[src/rtl/uart_pkg.sv]
// Shared UART definitions: FSM state encoding, frame width and baud helper.
// Used by both uart_rx_core and uart_tx.
package uart_pkg;

    typedef enum logic [2:0] {
        IDLE,
        START,
        DATA,
        PARITY,
        STOP
    } uart_state_t;

    localparam int DATA_BITS = 8;

    function automatic integer clks_per_bit(input integer clk_freq, input integer baud);
        return clk_freq / baud;
    endfunction

endpackage

[src/rtl/sync_2ff.sv]
// Generic two-flop synchronizer for asynchronous single-bit inputs
// (serial lines, GPIO). Both stages reset to RST_VAL.
module sync_2ff #(
    parameter logic RST_VAL = 1'b1
) (
    input  logic clk,
    input  logic rst,
    input  logic d,
    output logic q
);

    logic meta;

    // Two-stage capture of the asynchronous input.
    always_ff @(posedge clk) begin
        if (rst) begin
            meta <= RST_VAL;
            q    <= RST_VAL;
        end else begin
            meta <= d;
            q    <= meta;
        end
    end

endmodule

[src/rtl/uart_rx_core.sv]
// UART receiver: 8 data bits, LSB first, mid-bit sampling, sticky status flags.
// Optional parity bit enabled by defining UART_RX_PARITY_EN (adds PARITY_ODD
// parameter and parity_err output).
module uart_rx_core
    import uart_pkg::*;
#(
    parameter int CLK_FREQ = 50_000_000,
    parameter int BAUD     = 115200
`ifdef UART_RX_PARITY_EN
    ,
    parameter bit PARITY_ODD = 1'b0
`endif
) (
    input  logic                 clk,
    input  logic                 rst,
    input  logic                 rx_i,
    input  logic                 rx_clr,
    input  logic                 err_clr,
    output logic [DATA_BITS-1:0] rx_data,
    output logic                 rx_valid,
    output logic                 rx_ready,
    output logic                 frame_err,
    output logic                 overrun,
`ifdef UART_RX_PARITY_EN
    output logic                 parity_err,
`endif
    output logic                 busy
);

    localparam int CLKS_PER_BIT = clks_per_bit(CLK_FREQ, BAUD);
    localparam int CW           = $clog2(CLKS_PER_BIT);
    localparam logic [CW-1:0] HALF_LAST = CW'(CLKS_PER_BIT / 2 - 1);
    localparam logic [CW-1:0] BIT_LAST  = CW'(CLKS_PER_BIT - 1);
    localparam logic [2:0]    IDX_LAST  = 3'(DATA_BITS - 1);

    logic                 rxs;
    logic                 rxs_prev;
    uart_state_t          state_q, state_d;
    logic [CW-1:0]        cnt_q, cnt_d;
    logic [2:0]           idx_q, idx_d;
    logic [DATA_BITS-1:0] shift_q, shift_d;
    logic                 byte_done;
    logic                 stop_bad;
`ifdef UART_RX_PARITY_EN
    logic                 par_bad_q, par_bad_d;
    logic                 par_fail;
`endif

    sync_2ff #(.RST_VAL(1'b1)) u_sync (
        .clk (clk),
        .rst (rst),
        .d   (rx_i),
        .q   (rxs)
    );

    // FSM state, bit timing counter, bit index, shift register and edge history.
    always_ff @(posedge clk) begin
        if (rst) begin
            state_q   <= IDLE;
            cnt_q     <= '0;
            idx_q     <= '0;
            shift_q   <= '0;
            rxs_prev  <= 1'b1;
`ifdef UART_RX_PARITY_EN
            par_bad_q <= 1'b0;
`endif
        end else begin
            state_q   <= state_d;
            cnt_q     <= cnt_d;
            idx_q     <= idx_d;
            shift_q   <= shift_d;
            rxs_prev  <= rxs;
`ifdef UART_RX_PARITY_EN
            par_bad_q <= par_bad_d;
`endif
        end
    end

    // Next-state logic; byte_done/stop_bad flag the stop-bit sample outcome.
    always_comb begin
        state_d   = state_q;
        cnt_d     = cnt_q;
        idx_d     = idx_q;
        shift_d   = shift_q;
        byte_done = 1'b0;
        stop_bad  = 1'b0;
`ifdef UART_RX_PARITY_EN
        par_bad_d = par_bad_q;
        par_fail  = 1'b0;
`endif
        case (state_q)
            IDLE: begin
                if (rxs_prev && !rxs) begin
                    state_d = START;
                    cnt_d   = '0;
                end
            end
            START: begin
                if (cnt_q == HALF_LAST) begin
                    cnt_d = '0;
                    if (!rxs) begin
                        state_d = DATA;
                        idx_d   = '0;
`ifdef UART_RX_PARITY_EN
                        par_bad_d = 1'b0;
`endif
                    end else begin
                        state_d = IDLE;
                    end
                end else begin
                    cnt_d = cnt_q + 1'b1;
                end
            end
            DATA: begin
                if (cnt_q == BIT_LAST) begin
                    cnt_d   = '0;
                    shift_d = {rxs, shift_q[DATA_BITS-1:1]};
                    if (idx_q == IDX_LAST) begin
`ifdef UART_RX_PARITY_EN
                        state_d = PARITY;
`else
                        state_d = STOP;
`endif
                    end else begin
                        idx_d = idx_q + 1'b1;
                    end
                end else begin
                    cnt_d = cnt_q + 1'b1;
                end
            end
`ifdef UART_RX_PARITY_EN
            PARITY: begin
                if (cnt_q == BIT_LAST) begin
                    cnt_d   = '0;
                    state_d = STOP;
                    if (rxs != ((^shift_q) ^ PARITY_ODD)) begin
                        par_bad_d = 1'b1;
                        par_fail  = 1'b1;
                    end
                end else begin
                    cnt_d = cnt_q + 1'b1;
                end
            end
`endif
            STOP: begin
                if (cnt_q == BIT_LAST) begin
                    cnt_d   = '0;
                    state_d = IDLE;
                    if (rxs) begin
`ifdef UART_RX_PARITY_EN
                        byte_done = !par_bad_q;
`else
                        byte_done = 1'b1;
`endif
                    end else begin
                        stop_bad = 1'b1;
                    end
                end else begin
                    cnt_d = cnt_q + 1'b1;
                end
            end
            default: begin
                state_d = IDLE;
                cnt_d   = '0;
            end
        endcase
    end

    // Output data and sticky flags; a set in the same cycle as a clear wins.
    always_ff @(posedge clk) begin
        if (rst) begin
            rx_data    <= '0;
            rx_valid   <= 1'b0;
            rx_ready   <= 1'b0;
            frame_err  <= 1'b0;
            overrun    <= 1'b0;
`ifdef UART_RX_PARITY_EN
            parity_err <= 1'b0;
`endif
        end else begin
            rx_valid <= byte_done;
            if (byte_done) begin
                rx_data <= shift_q;
            end
            if (byte_done) begin
                rx_ready <= 1'b1;
            end else if (rx_clr) begin
                rx_ready <= 1'b0;
            end
            if (byte_done && rx_ready) begin
                overrun <= 1'b1;
            end else if (err_clr) begin
                overrun <= 1'b0;
            end
            if (stop_bad) begin
                frame_err <= 1'b1;
            end else if (err_clr) begin
                frame_err <= 1'b0;
            end
`ifdef UART_RX_PARITY_EN
            if (par_fail) begin
                parity_err <= 1'b1;
            end else if (err_clr) begin
                parity_err <= 1'b0;
            end
`endif
        end
    end

    assign busy = (state_q != IDLE);

endmodule

[config.mk]
export PLATFORM = sky130hd
export DESIGN_NAME = uart_rx_core
export DESIGN_NICKNAME = d
export VERILOG_FILES = /design/src/rtl/uart_pkg.sv /design/src/rtl/sync_2ff.sv /design/src/rtl/uart_rx_core.sv
export SDC_FILE = /design/constraint.sdc
export NUM_CORES = 1
export LEC_CHECK = 0
export ABC_CLOCK_PERIOD_IN_PS = 4800
export BUFFER_PORTS_ARGS = -buffer_cell sky130_fd_sc_hd__buf_2
export CORE_MARGIN = 2
export CORE_UTILIZATION = 45
export CTS_BUF_LIST = sky130_fd_sc_hd__clkbuf_2 sky130_fd_sc_hd__clkbuf_4 sky130_fd_sc_hd__clkbuf_8
export CTS_CLUSTER_DIAMETER = 30
export DETAILED_ROUTE_END_ITERATION = 8
export PLACE_DENSITY = 0.66
export SLEW_MARGIN = 25
export SYNTH_ARGS = -nofsm -noshare
export SYNTH_HDL_FRONTEND = slang
export SYNTH_SLANG_ARGS = --single-unit
[constraint.sdc]
create_clock -name clk -period 4.8 [get_ports clk]
set_clock_uncertainty 0.1 [all_clocks]
set_input_delay 0.24 -clock clk [delete_from_list [all_inputs] [get_ports clk]]
set_output_delay 0.24 -clock clk [all_outputs]
set_load 0.02 [all_outputs]
==> results of run 1 <==
[state kept, by name, indices dropped and copies added (netlist names)]
name / cells
u_sync.meta: 1
state_q: 3
u_sync.q: 1
cnt_q: 9
rx_valid: 1
overrun: 1
shift_q: 8
idx_q: 3
rx_ready: 1
rx_data: 8
frame_err: 1
rxs_prev: 1
[area by class of cell]
class	instances	area [um2]
Clock buffer	6	82.6
Fill cell	318	1720
Multi-Input combinational cell	133	868
Sequential cell	38	761
Clock inverter	2	60.1
Tap cell	48	60.1
Inverter	7	26.3
Timing Repair Buffer	17	85.1
[routing by layer]
layer | track usage, % | wire length, um | up-vias
met2 | 28.8 | 1560 | 43
met3 | 4.62 | 177 | 8
li1 | - | - | 697
met1 | 20.4 | 1580 | 668
met5 | 0 | 0 | -
met4 | 10.2 | 86 | 0
[per-stage QoR]
stage               setup WS (ns)  std cells  instance area [um2]  power, mW
floorplan                    2.63        190                 1700      0.438
global placement             2.47        243                 1800      0.449
detailed placement           2.39        243                 1800      0.456
CTS                          2.38        251                 1940      0.793
global route                 2.24        251                 1940      0.820
finish                       2.37        251                 1940      0.787
[worst min-delay path by stage]
stage | end | slack [ns] | depth (start not counted)
5_1_grt | u_sync.meta | 0.04 | 2
2_1_floorplan | u_sync.meta | 0.24 | 1
4_1_cts | u_sync.meta | 0.01 | 2
3_5_place_dp | u_sync.q | 0.30 | 1
6_report | u_sync.meta | 0.02 | 2
3_3_place_gp | u_sync.q | 0.30 | 1
[cells by family (layout without fill, tap and decap cells)]
family                     count (synthesis)  count (layout)  share of synthesized area [%]
and+or+nand+nor                           74              74                           22.4
AOI/OAI and AO/OA                         35              35                           13.5
adders and majority gates                  5               5                           3.67
DFF                                       38              38                           44.7
buffers and inverters                     19              32                           4.63
muxes                                     18              18                           10.6
xor gates and xnor gates                   1               1                          0.514
[placed cells by master, fill, tap and decap left out, types with 2 or more instances in the layout]
master,count
dfxtp_1,38
nor2_1,22
mux2i_1,18
buf_2,17
nand2_1,16
a21oi_1,12
nand3_1,7
inv_1,6
nor3_1,6
o22ai_1,6
clkbuf_8,6
ha_1,5
and2_1,4
nand2b_1,3
o21ai_0,3
or2_2,3
nor2b_1,2
o311ai_0,2
o41ai_1,2
o31ai_1,2
o21a_1,2
bufinv_16,2
[critical path: cells and delay by family (launching register included)]
family / cells / cell delay, ns
buffers and inverters: 1 / 0.09
AND/OR/NAND/NOR: 2 / 1.02
flip-flops: 1 / 0.35
AO/OA/AOI/OAI: 2 / 0.66
adder cells (fa/ha/maj): 1 / 0.14
[power by group through the flow]
stage	combinational, mW	clock, mW	sequential, mW
2_1_floorplan	0.0937	0	0.344
3_3_place_gp	0.101	0	0.348
3_5_place_dp	0.107	0	0.349
4_1_cts	0.107	0.344	0.342
5_1_grt	0.119	0.356	0.344
6_report	0.107	0.338	0.342
==> metrics.cfg, run 1 <==
[run_status]
outcome=completed

[placement]
place_hpwl_um=2240
portBuffers=17
finalWeightedCongestion=0.798

[global_route]
antenna_found_initial=0
grt-ovfl-total=0
grt_start_max_net_pins=36
grt_pass1_vias=1284
grt_pass1_wl_um=5630
grt.total_usage_pct=17.5

[sta]
hold_slack_ns=0.0172
hold_viol=0
setup_tns_ns=0
setup_viol=0
fmax_mhz=411
max_slew.worst_pin.slew_ns=0.718
rsz0062_at_grt=no
period_share_pct=50.7
drv_slew=0
slew_headroom_pct=52.1
fin_crit_ns=2.43

[synthesis]
yosys.area.top_type=dfxtp_1
synth.most_common_cell=dfxtp_1
synth_area_mm2=0.00170
synth_top_area_share_pct=44.7
ys_ff_latch=38
postSynthNetCount=200
synthTopCellsByCount=38 x dfxtp_1, 22 x nor2_1, 18 x mux2i_1, 16 x nand2_1, 12 x a21oi_1
syn_inst=190
avgSynthCellArea_um2=8.96
synthArstFlopShare_pct=0
ys_seq_area_share_pct=44.7
yosysWarningCount=0
synth_edf_count=0
yosysUniqueCellTypes=41
yosys-top-cells-area=dfxtp_1 45%, mux2i_1 11%, nor2_1 4.8%
ys.flop_type=dfxtp_1

[min_path]
hold_class=input pin to flip-flop
hp-start=rx_i

[cts]
cts_resized=0
clk_latency_ns=0.30
postCtsHoldBufs=0
cts-root-buf=clkbuf_8
clockBufferDepth=2
cts_setup_buffers=0
clock-sinks=38
htree_levels=2
cts_tree=yes
cts-buffers-inserted=5
clkSlewWorstSetupHoldPaths_ns=0.08

[pwr]
p_switching_mw=0.206
pwr-share-seq_pct=43.5
power_frac_comb_pct=13.6
peakVddDrop_mv=0.242
power_leakage_nw=0.857
p_sw_share_pct=26.1
clkPwrFrac_pct=42.9
power.internal_mw=0.582
p_per_area_mw_per_mm2=405

[die]
start_util_pct=46.5
rows=22
die_w_um=65.5
io-pin-count=18
dieArea_mm2=0.00429
die_h_um=65.5
core_mm2=0.00366

[critical_path]
worstPathRequired_ns=4.93
crit_start=cnt_q[0]
endpoint=idx_q[0]
crit_chain=inv_1 > ha_1 > or4b_1 > o311a_1 > or4_1 > a21oi_1
regToRegStartpoint=cnt_q[0]
arrival_ns=2.56
r2r_end=idx_q[0]
slowest_delay_ns=0.59
rr_worst_depth=6
cp-start-kind=flip-flop
crit_slowest_cell=or4_1
ff2ff_setup_slack_ns=2.37
critical_path_class=flip-flop to flip-flop
worstSetupEndpointType=flip-flop
critPathMaxFanout=18

[detailed_routing]
dr.pass1.iters=5
ant_nets=0
via_per_inst=5.64
vias=1416
routedWlPerCell_um=13.6
drtIter0Drc=130
drcViolationCount=0
routed_wl_um=3410

[final_layout]
nets=212
num_antenna_cells=0
areaGrowthSynthToFinish_pct=14.1
fin_util_pct=53.1
drive_above_1_share_pct=16.3

[flow_run]
cap_violations=0

No activity file was read; power rests on OpenSTA's default activity.
==> run 2, diff against run 1 <==
--- a/config.mk
+++ b/config.mk
@@ -5,14 +5,14 @@
 export SDC_FILE = /design/constraint.sdc
 export NUM_CORES = 1
 export LEC_CHECK = 0
-export ABC_CLOCK_PERIOD_IN_PS = 4800
+export ABC_CLOCK_PERIOD_IN_PS = 2110
 export BUFFER_PORTS_ARGS = -buffer_cell sky130_fd_sc_hd__buf_2
 export CORE_MARGIN = 2
 export CORE_UTILIZATION = 45
 export CTS_BUF_LIST = sky130_fd_sc_hd__clkbuf_2 sky130_fd_sc_hd__clkbuf_4 sky130_fd_sc_hd__clkbuf_8
 export CTS_CLUSTER_DIAMETER = 30
 export DETAILED_ROUTE_END_ITERATION = 8
-export PLACE_DENSITY = 0.66
+export PLACE_DENSITY = 0.68
 export SLEW_MARGIN = 25
 export SYNTH_ARGS = -nofsm -noshare
 export SYNTH_HDL_FRONTEND = slang
==> constraint.sdc (replaced) <==
create_clock -name clk -period 2.11 [get_ports clk]
set_clock_uncertainty 0.1 [all_clocks]
set_input_delay 0.1055 -clock clk [delete_from_list [all_inputs] [get_ports clk]]
set_output_delay 0.1055 -clock clk [all_outputs]
set_load 0.02 [all_outputs]
==> run 2 against run 1 <==
Effect of this change: the run now ends with negative setup slack left; first-iteration DRC count shrank 53%; core utilization grew 5.4 points; non-clock buffer count up 18; highest routed layer unchanged; fmax rose by 14%; count of clock-buffer cells in the layout is the same.
==> metrics.cfg, run 2 (synthesis results as in run 1) <==
[global_route]
grt_pass1_wl_um=6030
grt.total_usage_pct=18.5
antenna_found_initial=0
grt_pass1_vias=1313
grt_start_max_net_pins=36
grt-ovfl-total=0

[detailed_routing]
vias=1416
ant_nets=0
dr.pass1.iters=4
drcViolationCount=0
routedWlPerCell_um=13.2
drtIter0Drc=61
routed_wl_um=3570
via_per_inst=5.24

[die]
core_mm2=0.00366
start_util_pct=46.5
io-pin-count=18
rows=22
die_h_um=65.5
die_w_um=65.5
dieArea_mm2=0.00429

[placement]
finalWeightedCongestion=0.756
portBuffers=17
placed_cell_area_mm2=0.00191
place_hpwl_um=2340

[critical_path]
worstPathRequired_ns=2.21
ff2ff_setup_slack_ns=-0.02
r2r_end=state_q[0]
crit_start=cnt_q[0]
critical_path_class=flip-flop to flip-flop
cp-start-kind=flip-flop
endpoint=state_q[0]
arrival_ns=2.23
worstSetupEndpointType=flip-flop
critPathMaxFanout=5
rr_worst_depth=6
regToRegStartpoint=cnt_q[0]

[final_layout]
final_common_cell=dfxtp_1
num_antenna_cells=0
top_register=cnt_q
nets=231
fin_area_mm2=0.00214
drive_above_1_share_pct=26.6
most-common-layout-cells=36 x dfxtp_1, 22 x nor2_1, 18 x mux2i_1, 17 x buf_2, 16 x nand2_1
areaGrowthSynthToFinish_pct=25.6
largest_register_ffs=9
top_regs=cnt_q: 9 flops, rx_data: 8 flops, shift_q: 8 flops

[sta]
fmax_mhz=470
setup_slack_ns=-0.0188
max_slew.worst_pin.slew_ns=0.624
period_share_pct=101
rsz0062_at_grt=yes
setup_viol=1
hold_viol=0
slew_headroom_pct=58.4
fin_crit_ns=2.13
drv_slew=0

[min_path]
hold_class=input pin to flip-flop

[cts]
htree_levels=2
cts-root-buf=clkbuf_8
cts-buffers-inserted=5
clockBufferDepth=2
clk_latency_ns=0.29
cts_tree=yes
clkSlewWorstSetupHoldPaths_ns=0.08
clock-sinks=38

[run_status]
violations=negative setup slack
outcome=finished with violations

[flow_run]
cap_violations=0

[pwr]
p_total_mw=1.91
p_per_area_mw_per_mm2=895
power_leakage_nw=0.969
peakVddDrop_mv=0.622

run 2: changes by cell type in the layout (fill, tap and decap cells not counted), sizes merged:
cell         change
buf             +15
dlygate4sd3      +3
o311a            +1
run 2: metrics by stage:
| stage | setup TNS, ns | hold WS, ns | setup WS [ns] | utilization, % | std cells |
|---|---|---|---|---|---|
| final | -0.0188 | 0.213 | -0.0188 | 58.4 | 270 |
| after global routing | -0.115 | 0.261 | -0.0629 | 58.4 | 270 |
| after CTS | 0 | 0.209 | 0.0222 | 57.3 | 269 |
| after detailed placement | -0.715 | 0.193 | -0.104 | 52.2 | 258 |
| after global placement | -0.0594 | 0.190 | -0.0188 | 52.2 | 258 |
| after floorplan | 0 | 0.109 | 0.00500 | - | 190 |
run 2: worst min path at each step:
stage             endpoint  from  cells after the start
3_3_place_gp   u_sync.meta  rx_i                      2
5_1_grt         shift_q[4]   rst                      2
4_1_cts         shift_q[4]   rst                      2
6_report        shift_q[4]   rst                      2
2_1_floorplan  u_sync.meta  rx_i                      1
3_5_place_dp   u_sync.meta  rx_i                      2
run 2: report_power, final:
part	switching (mW)	internal [mW]
combinational	0.216	0.162
clock	0.254	0.504
sequential	0.0351	0.744
total	0.505	1.41
run 2: area by class of cell:
cell class              instances  area, um2
fillers                       345       1520
multi-input cells             134        916
flip-flops and latches         38        763
repair buffers                 35        231
clock buffers                   6       82.6
clock inverters                 2       60.1
well taps                      48       60.1
inverters                       7       26.3
run 2: critical path, stage by stage, from the launching register on:
cell	delay, ns
dfxtp_2	0.33
inv_2	0.06
ha_1	0.13
or4b_4	0.47
o311a_4	0.40
a2111o_1	0.35
o31ai_2	0.21
run 2: metal layers:
| layer | vias up | track usage, % | routed length (um) |
|---|---|---|---|
| met5 | - | 0 | 0 |
| met2 | 14 | 30.4 | 1740 |
| met1 | 662 | 22.6 | 1670 |
| met4 | 0 | 8.59 | 75 |
| met3 | 5 | 4.62 | 88 |
| li1 | 735 | - | - |
run 2: repair_timing:
action | in CTS | in global routing
setup endpoints to repair | 14 | 9
hold buffers | 3 | 0
gates cloned | 0 | 1
endpoints found under the hold margin | 3 | 0
gates resized for setup | 2 | 10
setup buffers | 0 | 0
pin swaps | 1 | 2
==> run 3, diff against run 2 <==
--- a/config.mk
+++ b/config.mk
@@ -7,7 +7,7 @@
 export LEC_CHECK = 0
 export ABC_CLOCK_PERIOD_IN_PS = 2110
 export BUFFER_PORTS_ARGS = -buffer_cell sky130_fd_sc_hd__buf_2
-export CORE_MARGIN = 2
+export CORE_MARGIN = 5
 export CORE_UTILIZATION = 45
 export CTS_BUF_LIST = sky130_fd_sc_hd__clkbuf_2 sky130_fd_sc_hd__clkbuf_4 sky130_fd_sc_hd__clkbuf_8
 export CTS_CLUSTER_DIAMETER = 30
==> run 3 against run 2 <==
Effect of this change: the run now ends clean; sequential power is essentially flat; via count grew 2.3%; clock power is essentially flat; design area grew 0.94%; power grew 0.45%; critical endpoint is now idx_q[0]; cell count grew 0.37%; register-to-register slack gained 0.04 ns.
==> metrics.cfg, run 3 (synthesis results as in run 1) <==
[critical_path]
regToRegStartpoint=cnt_q[0]
worstPathRequired_ns=2.24
worst-path-buf-inv=1
crit_chain=inv_2 > ha_1 > or4b_4 > o311a_4 > or4_4 > a21oi_2
slowest_delay_ns=0.48
ff2ff_setup_slack_ns=0.02
worstSetupEndpointType=flip-flop
critPathMaxFanout=5
rr_worst_depth=6
crit_slowest_cell=or4b_4
r2r_end=idx_q[0]
cp_top_family=simple AND/OR/NAND/NOR gates
critical_path_class=flip-flop to flip-flop
cp-start-kind=flip-flop
arrival_ns=2.21

[global_route]
grt_pass1_wl_um=6070
use_met2_pct=22.9
top_usage_layer=met2
grt.total_usage_pct=14.5
grt_pass1_vias=1265
antenna_found_initial=0
use_met1_pct=19.7
grt_use_met3_pct=3.93
grt_start_max_net_pins=36
grt-ovfl-total=0

[detailed_routing]
drcViolationCount=0
dr.pass1.iters=4
via_per_inst=5.35
routedWlPerCell_um=13.4
drtIter0Drc=73
routed_wl_um=3620
vias=1449
ant_nets=0

[sta]
drv_slew=0
setup_slack_ns=0.0228
hold_slack_ns=0.220
slew_headroom_pct=58.0
max_slew.worst_pin.slew_ns=0.630
period_share_pct=98.9
fin_crit_ns=2.09
setup_viol=0
hold_viol=0
fmax_mhz=479
rsz0062_at_grt=yes

[final_layout]
most-common-layout-cells=36 x dfxtp_1, 22 x nor2_1, 18 x mux2i_1, 17 x buf_2
areaGrowthSynthToFinish_pct=26.8
largest_register_ffs=9
top_regs=cnt_q: 9 flops, rx_data: 8 flops, shift_q: 8 flops
nFillCells=310
top_register=cnt_q
fin_area_mm2=0.00216
num_antenna_cells=0
final_common_cell=dfxtp_1
nets=232
drive_above_1_share_pct=26.9

[die]
core_mm2=0.00366
start_util_pct=46.5
die_h_um=71.5
io-pin-count=18
die_w_um=71.5
dieArea_mm2=0.00511
rows=22

[cts]
clockBufferDepth=2
clk_latency_ns=0.29
cts-buffers-inserted=5
htree_levels=2
clock-sinks=38
cts-root-buf=clkbuf_8
clkSlewWorstSetupHoldPaths_ns=0.08
cts_tree=yes

[pwr]
p_per_area_mw_per_mm2=891
power_leakage_nw=0.963
peakVddDrop_mv=0.548

[placement]
placed_cell_area_mm2=0.00190
portBuffers=17
finalWeightedCongestion=0.801
place_hpwl_um=2350
dp_slack_ns=-0.0768

[min_path]
worstHoldPathCells=2
worstHoldEndpoint=rx_data[0]
hp-start=rst
hold_class=input pin to flip-flop

[flow_run]
cap_violations=0

[run_status]
outcome=completed

-- run 3: cell count changes in the layout (fill, tap and decap cells not counted), sizes merged --
cell	delta
buf	+1
-- run 3: layout make-up --
class | count | area [um2] | share of cell area (%)
Sequential cell | 38 | 763 | 35.3
Inverter | 7 | 26.3 | 1.22
Tap cell | 48 | 60.1 | 2.78
Multi-Input combinational cell | 134 | 932 | 43.2
Clock buffer | 6 | 82.6 | 3.82
Clock inverter | 2 | 60.1 | 2.78
Timing Repair Buffer | 36 | 235 | 10.9
-- run 3: metal layers --
layer	wire [um]	part of all wire [%]
met5	0	0
met2	1710	47
met3	151	4.2
met1	1720	47
met4	36	0.99
-- run 3: metrics by stage --
step           TNS (ns)  std cells  total power, mW  util [%]
2_1_floorplan         0        190             1.00         -
3_3_place_gp    -0.0223        257             1.07      52.0
3_5_place_dp     -0.163        257             1.08      52.0
4_1_cts               0        270             1.88      57.6
5_1_grt          -0.262        271             2.01      59.0
6_report              0        271             1.92      59.0
-- run 3: how the worst max path moves through the flow --
stage,from,endpoint,depth (start not counted)
2_1_floorplan,cnt_q[0],state_q[2],7
3_3_place_gp,cnt_q[0],state_q[2],6
3_5_place_dp,cnt_q[0],state_q[2],6
4_1_cts,cnt_q[0],state_q[2],6
5_1_grt,cnt_q[0],idx_q[0],6
6_report,cnt_q[0],idx_q[0],6
-- run 3: what timing repair did --
item / CTS / global route
endpoints found under the setup margin: 4 / 5
gates cloned: 0 / 1
hold buffers: 3 / 0
pin swaps: 1 / 5
setup buffers: 2 / 0
gates resized for setup: 2 / 9
endpoints found under the hold margin: 3 / 0
-- run 3: power by group --
group | total, mW | internal (mW) | switching [mW] | leakage [nW]
Sequential | 0.780 | 0.744 | 0.0363 | 0.308
Combinational | 0.383 | 0.173 | 0.210 | 0.583
Clock | 0.760 | 0.504 | 0.256 | 0.0714
Total | 1.92 | 1.42 | 0.502 | 0.963
